## src/rtl/cond_exec_ctrl.sv

```systemverilog
// Multicycle FETCH/DECODE/EXEC/MEM/WB control FSM with conditional execution on {Z,N,V}.
// Optional statistics counters are enabled by defining COND_CTRL_STATS_EN.
module cond_exec_ctrl #(
  parameter int CNT_W = 16
) (
  input  logic             clk,
  input  logic             rst_n,
  input  logic [1:0]       op_class,
  input  logic [1:0]       cnd,
  input  logic             set_flags,
  input  logic             alu_z,
  input  logic             alu_n,
  input  logic             alu_v,
  input  logic             mem_ready,
  output logic             mem_req,
  output logic             mem_we,
  output logic             ir_we,
  output logic             pc_we,
  output logic             pc_src,
  output logic             rf_we,
  output logic             flag_we,
  output logic [2:0]       flags_q,
  output logic             ex_q,
  output logic [2:0]       state_q
`ifdef COND_CTRL_STATS_EN
  ,
  output logic [CNT_W-1:0] retired_cnt,
  output logic [CNT_W-1:0] annul_cnt
`endif
);

  typedef enum logic [2:0] {
    IDLE   = 3'd0,
    FETCH  = 3'd1,
    DECODE = 3'd2,
    EXEC   = 3'd3,
    MEM    = 3'd4,
    WB     = 3'd5
  } state_t;

  localparam logic [1:0] OP_ALU    = 2'b00;
  localparam logic [1:0] OP_LOAD   = 2'b01;
  localparam logic [1:0] OP_STORE  = 2'b10;
  localparam logic [1:0] OP_BRANCH = 2'b11;

  if (CNT_W < 1) begin : g_bad_cnt_w
    $error("CNT_W must be at least 1");
  end

  state_t st;
  logic   cond_hit;

  assign state_q = st;

  // Condition is evaluated against the flags as they stand before this instruction.
  always_comb begin
    cond_hit = 1'b0;
    case (cnd)
      2'b00:   cond_hit = flags_q[2];
      2'b01:   cond_hit = !flags_q[2] && (flags_q[1] == flags_q[0]);
      2'b10:   cond_hit = flags_q[1] != flags_q[0];
      default: cond_hit = 1'b1;
    endcase
  end

  always_ff @(posedge clk or negedge rst_n) begin
    if (!rst_n) begin
      st      <= IDLE;
      flags_q <= 3'b000;
      ex_q    <= 1'b0;
    end else begin
      case (st)
        IDLE:    st <= FETCH;
        FETCH:   if (mem_ready) st <= DECODE;
        DECODE: begin
          ex_q <= cond_hit;
          st   <= cond_hit ? EXEC : FETCH;
        end
        EXEC: begin
          if (set_flags) flags_q <= {alu_z, alu_n, alu_v};
          case (op_class)
            OP_ALU:    st <= WB;
            OP_BRANCH: st <= FETCH;
            default:   st <= MEM;
          endcase
        end
        MEM:     if (mem_ready) st <= (op_class == OP_LOAD) ? WB : FETCH;
        WB:      st <= FETCH;
        default: st <= IDLE;
      endcase
    end
  end

  // Outputs are decoded from the state so an asynchronous reset silences them at once.
  always_comb begin
    mem_req = 1'b0;
    mem_we  = 1'b0;
    ir_we   = 1'b0;
    pc_we   = 1'b0;
    pc_src  = 1'b0;
    rf_we   = 1'b0;
    flag_we = 1'b0;
    case (st)
      FETCH: begin
        mem_req = 1'b1;
        if (mem_ready) begin
          ir_we = 1'b1;
          pc_we = 1'b1;
        end
      end
      EXEC: begin
        flag_we = set_flags;
        if (op_class == OP_BRANCH) begin
          pc_we  = 1'b1;
          pc_src = 1'b1;
        end
      end
      MEM: begin
        mem_req = 1'b1;
        mem_we  = (op_class == OP_STORE);
      end
      WB:      rf_we = 1'b1;
      default: ;
    endcase
  end

`ifdef COND_CTRL_STATS_EN
  logic retire;
  logic annul;

  always_comb begin
    retire = 1'b0;
    annul  = 1'b0;
    case (st)
      DECODE:  annul  = !cond_hit;
      EXEC:    retire = (op_class == OP_BRANCH);
      MEM:     retire = mem_ready && (op_class == OP_STORE);
      WB:      retire = 1'b1;
      default: ;
    endcase
  end

  always_ff @(posedge clk or negedge rst_n) begin
    if (!rst_n) begin
      retired_cnt <= '0;
      annul_cnt   <= '0;
    end else begin
      if (retire) retired_cnt <= retired_cnt + CNT_W'(1);
      if (annul)  annul_cnt   <= annul_cnt + CNT_W'(1);
    end
  end
`endif

endmodule
```

## config.mk

```make
export PLATFORM = sky130hd
export DESIGN_NAME = cond_exec_ctrl
export DESIGN_NICKNAME = d
export VERILOG_FILES = /design/src/rtl/cond_exec_ctrl.sv
export SDC_FILE = /design/constraint.sdc
export NUM_CORES = 1
export LEC_CHECK = 0
export ABC_AREA = 1
export BUFFER_PORTS_ARGS = -buffer_cell sky130_fd_sc_hd__buf_2
export CAP_MARGIN = 20
export CORE_AREA = 8 8 45 47
export CTS_BUF_LIST = sky130_fd_sc_hd__clkbuf_2 sky130_fd_sc_hd__clkbuf_4 sky130_fd_sc_hd__clkbuf_8
export DETAILED_ROUTE_END_ITERATION = 7
export DIE_AREA = 0 0 53 55
export HOLD_SLACK_MARGIN = 0.06
export PLACE_DENSITY = 0.67
export SLEW_MARGIN = 0
export SYNTH_ARGS = -nofsm -noshare
export SYNTH_HDL_FRONTEND = slang
export SYNTH_SLANG_ARGS = --single-unit
```

## constraint.sdc

```tcl
create_clock -name clk -period 1.5 [get_ports clk]
set_input_delay 0.075 -clock clk [delete_from_list [all_inputs] [get_ports clk]]
set_output_delay 0.075 -clock clk [all_outputs]
set_load 0.02 [all_outputs]
```

Yosys cells after proc, flatten, opt, wreduce, memory -nomap -nowiden
Index checks and enable logic that the tools add are counted.
{"block": "totals", "register_bits": 7, "output_inout_bits": 14}
{"block": "op_classes", "eq_ne": 14, "n_mux": 16, "reduce_logical": 9}
{"op": "3-bit one-hot mux with 5 select lines", "n": 1}
{"op": "3-bit 2-to-1 mux", "n": 3}
{"op": "1-bit 2-to-1 mux", "n": 8}
{"op": "2-bit == test (second input constant)", "n": 3}
{"op": "3-bit by 2-bit == test with 1-bit output (second input constant)", "n": 2}
{"op": "3-bit == test (second input constant)", "n": 2}
{"op": "3-bit one-hot mux with 2 select lines", "n": 1}
{"op": "2-bit by 1-bit == test with 1-bit output (second input constant)", "n": 2}
{"op": "2-bit logical NOT", "n": 2}
{"op": "2-bit != test (second input constant)", "n": 2}
{"op": "2-bit AND reduction", "n": 2}
{"op": "2-bit OR reduction", "n": 2}
{"op": "3-bit by 1-bit == test with 1-bit output (second input constant)", "n": 1}
{"op": "3-bit logical NOT", "n": 1}
{"op": "1-bit one-hot mux with 3 select lines", "n": 1}
{"op": "2-bit 2-to-1 mux", "n": 1}
{"op": "1-bit one-hot mux with 2 select lines", "n": 1}
{"op": "1-bit == test", "n": 1}
{"op": "1-bit logical AND", "n": 1}
{"op": "1-bit logical NOT", "n": 1}
{"op": "1-bit != test", "n": 1}

Longest topological paths before layout
{"block": "logic_depth", "depth_word": 5, "depth_mapped": 6, "depth_no_buf": 6}

Worst setup path after synthesis
OpenSTA, ideal clock, no wires.
{"block": "synth_timing", "kind": "register to output", "startpoint": "reg st[0], in the netlist state_q[0]", "endpoint": "out pc_we", "arrival_ns": 1.190, "required_time_ns": 1.425, "slack_ns": 0.235, "stages_incl_launch_ff": 5, "path_cell_list": "dfrtp_1 -> inv_2 -> nor2_2 -> nand2_2 -> o22ai_1"}
{"block": "synth_between", "elab_chain_len": 2}
{"item": "from (decl)", "line": "50", "rtl": "state_t st;"}
{"item": "from (signal assigned)", "line": "77", "rtl": "st <= cond_hit ? EXEC : FETCH;"}
{"item": "from (signal assigned)", "line": "87", "rtl": "MEM: if (mem_ready) st <= (op_class == OP_LOAD) ? WB : FETCH;"}
{"item": "3-bit by 2-bit == test with 1-bit output or 3-bit by 1-bit == test with 1-bit output (tied branches)", "line": "103", "rtl": "case (st)"}
{"item": "1-bit one-hot mux with 2 select lines *", "line": "103"}
{"item": "to (decl)", "line": "18", "rtl": "output logic pc_we,"}
Mark *: on every way between the ends. The rest lies on a longest branch, timed or not.

Final worst setup path
{"block": "layout_timing", "startpoint": "reg st[2], in the netlist state_q[2]", "endpoint": "out pc_we"}
The elaborated chain is that of the path after synthesis.

==> run metrics <==
top library cells by usage in the layout, fill and taps aside=24 x buf_2, 13 x inv_1, 13 x nand2_1; number of buffers created by CTS=3; total wire length=1300 um; CTS tree=yes; DR iter-0 viols=4; Final Max Slew Viols=0; crit path DAT=1.32 ns; complex-gate fraction of the synthesized area=12.4%; number of nets in the final layout=112; # clock sinks=7; global-route wire length before repair=2170 um; aggregate negative setup slack=0 ns; Yosys warning total=0; reg-to-reg critical path endpoint=state_q[2]$_DFFE_PN0P_; cell at the slowest stage of the critical path=dfrtp_1; final weighted congestion in routability-driven placement=roughly 0.8; part of the cycle the worst path needs=93.2%; maximum buffer depth of the clock tree=2; # rows=14; I/O pins=25; area of the mapped netlist=485 um2; maximum number of pins on one net before global-route repair=8; maximum resistive drop on vdd=0.707 mV; Area Growth Syn to Fin=42.3%; slack of the worst reg-to-reg path=0.36 ns; total die area=2920 um2; global routing usage summed across all routing layers=10.2%; count of different cell masters after synthesis=20; synthesized area per cell=approximately 7.5 um2; worst reg2reg path startpoint=state_q[2]$_DFFE_PN0P_; post-route cell area=691 um2; achievable clock frequency=715 MHz; GRT Residual Overflow=0; Clock Pin Slew Worst Setup and Hold Paths=~0.060 ns; dominant combinational cell family by area after synthesis=simple AND/OR/NAND/NOR gates; worst min-delay path startpoint=alu_n; share of total power in combinational logic=58.2%; synthesized instance count=65; CP cell instances=nor2_4 > nand2_2 > o22ai_1 > buf_2; Worst-Margin Slew=0.302 ns; crit path to=pc_we; power density of the placed cells=just over 2000 nW/um2; detailed-placement wirelength estimate=1070 um; count of port buffers added during placement=24; detail-routed net length per standard cell=11.6 um; leakage dissipation=0.394 nW; final critical-path required period=1.40 ns; share of cells above drive strength 1=38.5%; placed instance area=between 600 and 700 um2; via count of the first global-routing pass=515; clock share of power=13.5%; total iterations of the first detailed-routing run=5; launch point of the critical path=state_q[2]$_DFFE_PN0P_; delay contributed by the slowest stage of the critical path=0.48 ns; clock root buffer master=clkbuf_4; Critical Path Source Type=flip-flop; switching power=715 uW; worst reg2reg path depth=5; vias per inst=4.67; later-pin clock latency in the skew report=0.25 ns; most frequent standard cell in the layout excluding fill and tap cells=buf_2; number of max-cap violations=0; mux share of post-synthesis cell area=0%; type of destination of the critical path=output pin; total via count in the routed design=~520; post-synthesis share of cell area spent on xor and xnor gates=0%; remaining design rule violation count=0; count of buffers added by post-CTS timing repair for setup=0; Int Pwr=678 uW; remaining antenna violation count after routing=0; Adder-Cell Fraction of Synth Area=between 10% and 20%; data required time at the worst endpoint=1.42 ns; Net Count, Synth=80; Synth Area in Simple Gates=28.6%; setup violation total in the final timing report=0; path class of the lowest-slack min-delay path=input port to flip-flop; total inserted antenna cells=0; Seq/Total Area, Yosys=36.1%; initial core utilization=35.1%; Flop pwr share=between 20% and 30%; overall die width=roughly 53 um; status=finished clean; worst-path maximum fanout=7; initial antenna violation count=0; synthesis-stage register bit count=7; setup repair after global routing missed its margin=false; count of H-tree levels built during CTS=1; tightest slew margin relative to the limit=about 80%; core region area=1380 um2; critical path class=flip-flop to output pin; Clock Skews=approximately 0.0091 ns; height of the die=55 um; number of hold-slack violations in the final timing report=0; switching share of total power=around 50%
## critical path: cells and delay by family, from the launching register on
kind | cells | cell delay (ns)
flip-flops | 1 | 0.48
AO/OA/AOI/OAI | 1 | 0.12
buffers and inverters | 1 | 0.19
AND/OR/NAND/NOR | 2 | 0.29
## layout make-up
class                      count  area, um2
inverter                      16       61.3
multi-input combinational     42        254
fill                         140        693
timing repair buffer          27        150
clock buffer                   4       30.0
sequential                     7        175
tap                           16       20.0
## power by group through the flow
stage                     Sequential (mW)  Clock, mW  Combinational (mW)
after global routing                0.408      0.207               0.898
after CTS                           0.390      0.193               0.812
after global placement              0.387          0               0.790
after floorplan                     0.493          0               0.434
final                               0.394      0.188               0.812
after detailed placement            0.395          0               0.802
## cells in the mapped netlist
library cell,instances,area (um2)
o21ai_1,3,15.0
nand3_1,3,15.0
inv_2,2,7.51
dfrtp_1,7,175
o22ai_1,2,12.5
o21ai_0,1,5.00
nand3_2,2,20.0
a21oi_1,2,10.0
o21ai_2,1,8.76
nand2_2,1,6.26
clkinv_2,1,5.00
nor2_1,4,15.0
nor2_2,1,6.26
nand2_1,13,48.8
ha_1,4,50.1
nand4_1,2,12.5
nor3_2,1,10.0
nor3_1,1,5.00
inv_1,13,48.8
a31o_1,1,8.76
## metal layers
metal	share of wire, %	track usage (%)
met5	0	0
met2	51	18.0
met4	1.3	7.76
met3	8.0	3.48
met1	39	9.74
## registers in the layout, indices dropped and copies added, names as in the netlist
| name | flops |
|---|---|
| flags_q | 3 |
| state_q | 3 |
| ex_q | 1 |
## stage by stage
stage          setup slack (ns)  util, %  power [mW]  std cells  hold WS (ns)
6_report                  0.102     49.9        1.39        112         0.127
5_1_grt                  0.0230     49.9        1.51        112         0.131
2_1_floorplan             0.235        -       0.927         65        -0.221
3_5_place_dp              0.341     45.2        1.20        105       -0.0877
4_1_cts                  0.0593     49.5        1.39        112         0.107
3_3_place_gp              0.377     45.2        1.18        105       -0.0911
## kinds of logic after synthesis
logic type	after synthesis
AO/OA/AOI/OAI	10
buffers and inverters	16
flip-flops	7
adder cells (fa/ha/maj)	4
AND/OR/NAND/NOR	28
## how the worst min path moves through the flow
stage,cells past startpoint,endpoint,slack [ns]
floorplan,0,ex_q$_DFFE_PN0P_,-0.22
global placement,1,flags_q[1]$_DFFE_PN0P_,-0.09
detailed placement,1,flags_q[1]$_DFFE_PN0P_,-0.09
CTS,3,flags_q[1]$_DFFE_PN0P_,0.11
global route,3,flags_q[1]$_DFFE_PN0P_,0.13
finish,3,flags_q[1]$_DFFE_PN0P_,0.13
## timing repair
item,in CTS,in global routing
hold buffers,3,0
gates resized for setup,0,1
endpoints found under the setup margin,0,1
endpoints found under the hold margin,9,0
Power figures use the tool's default switching activity.
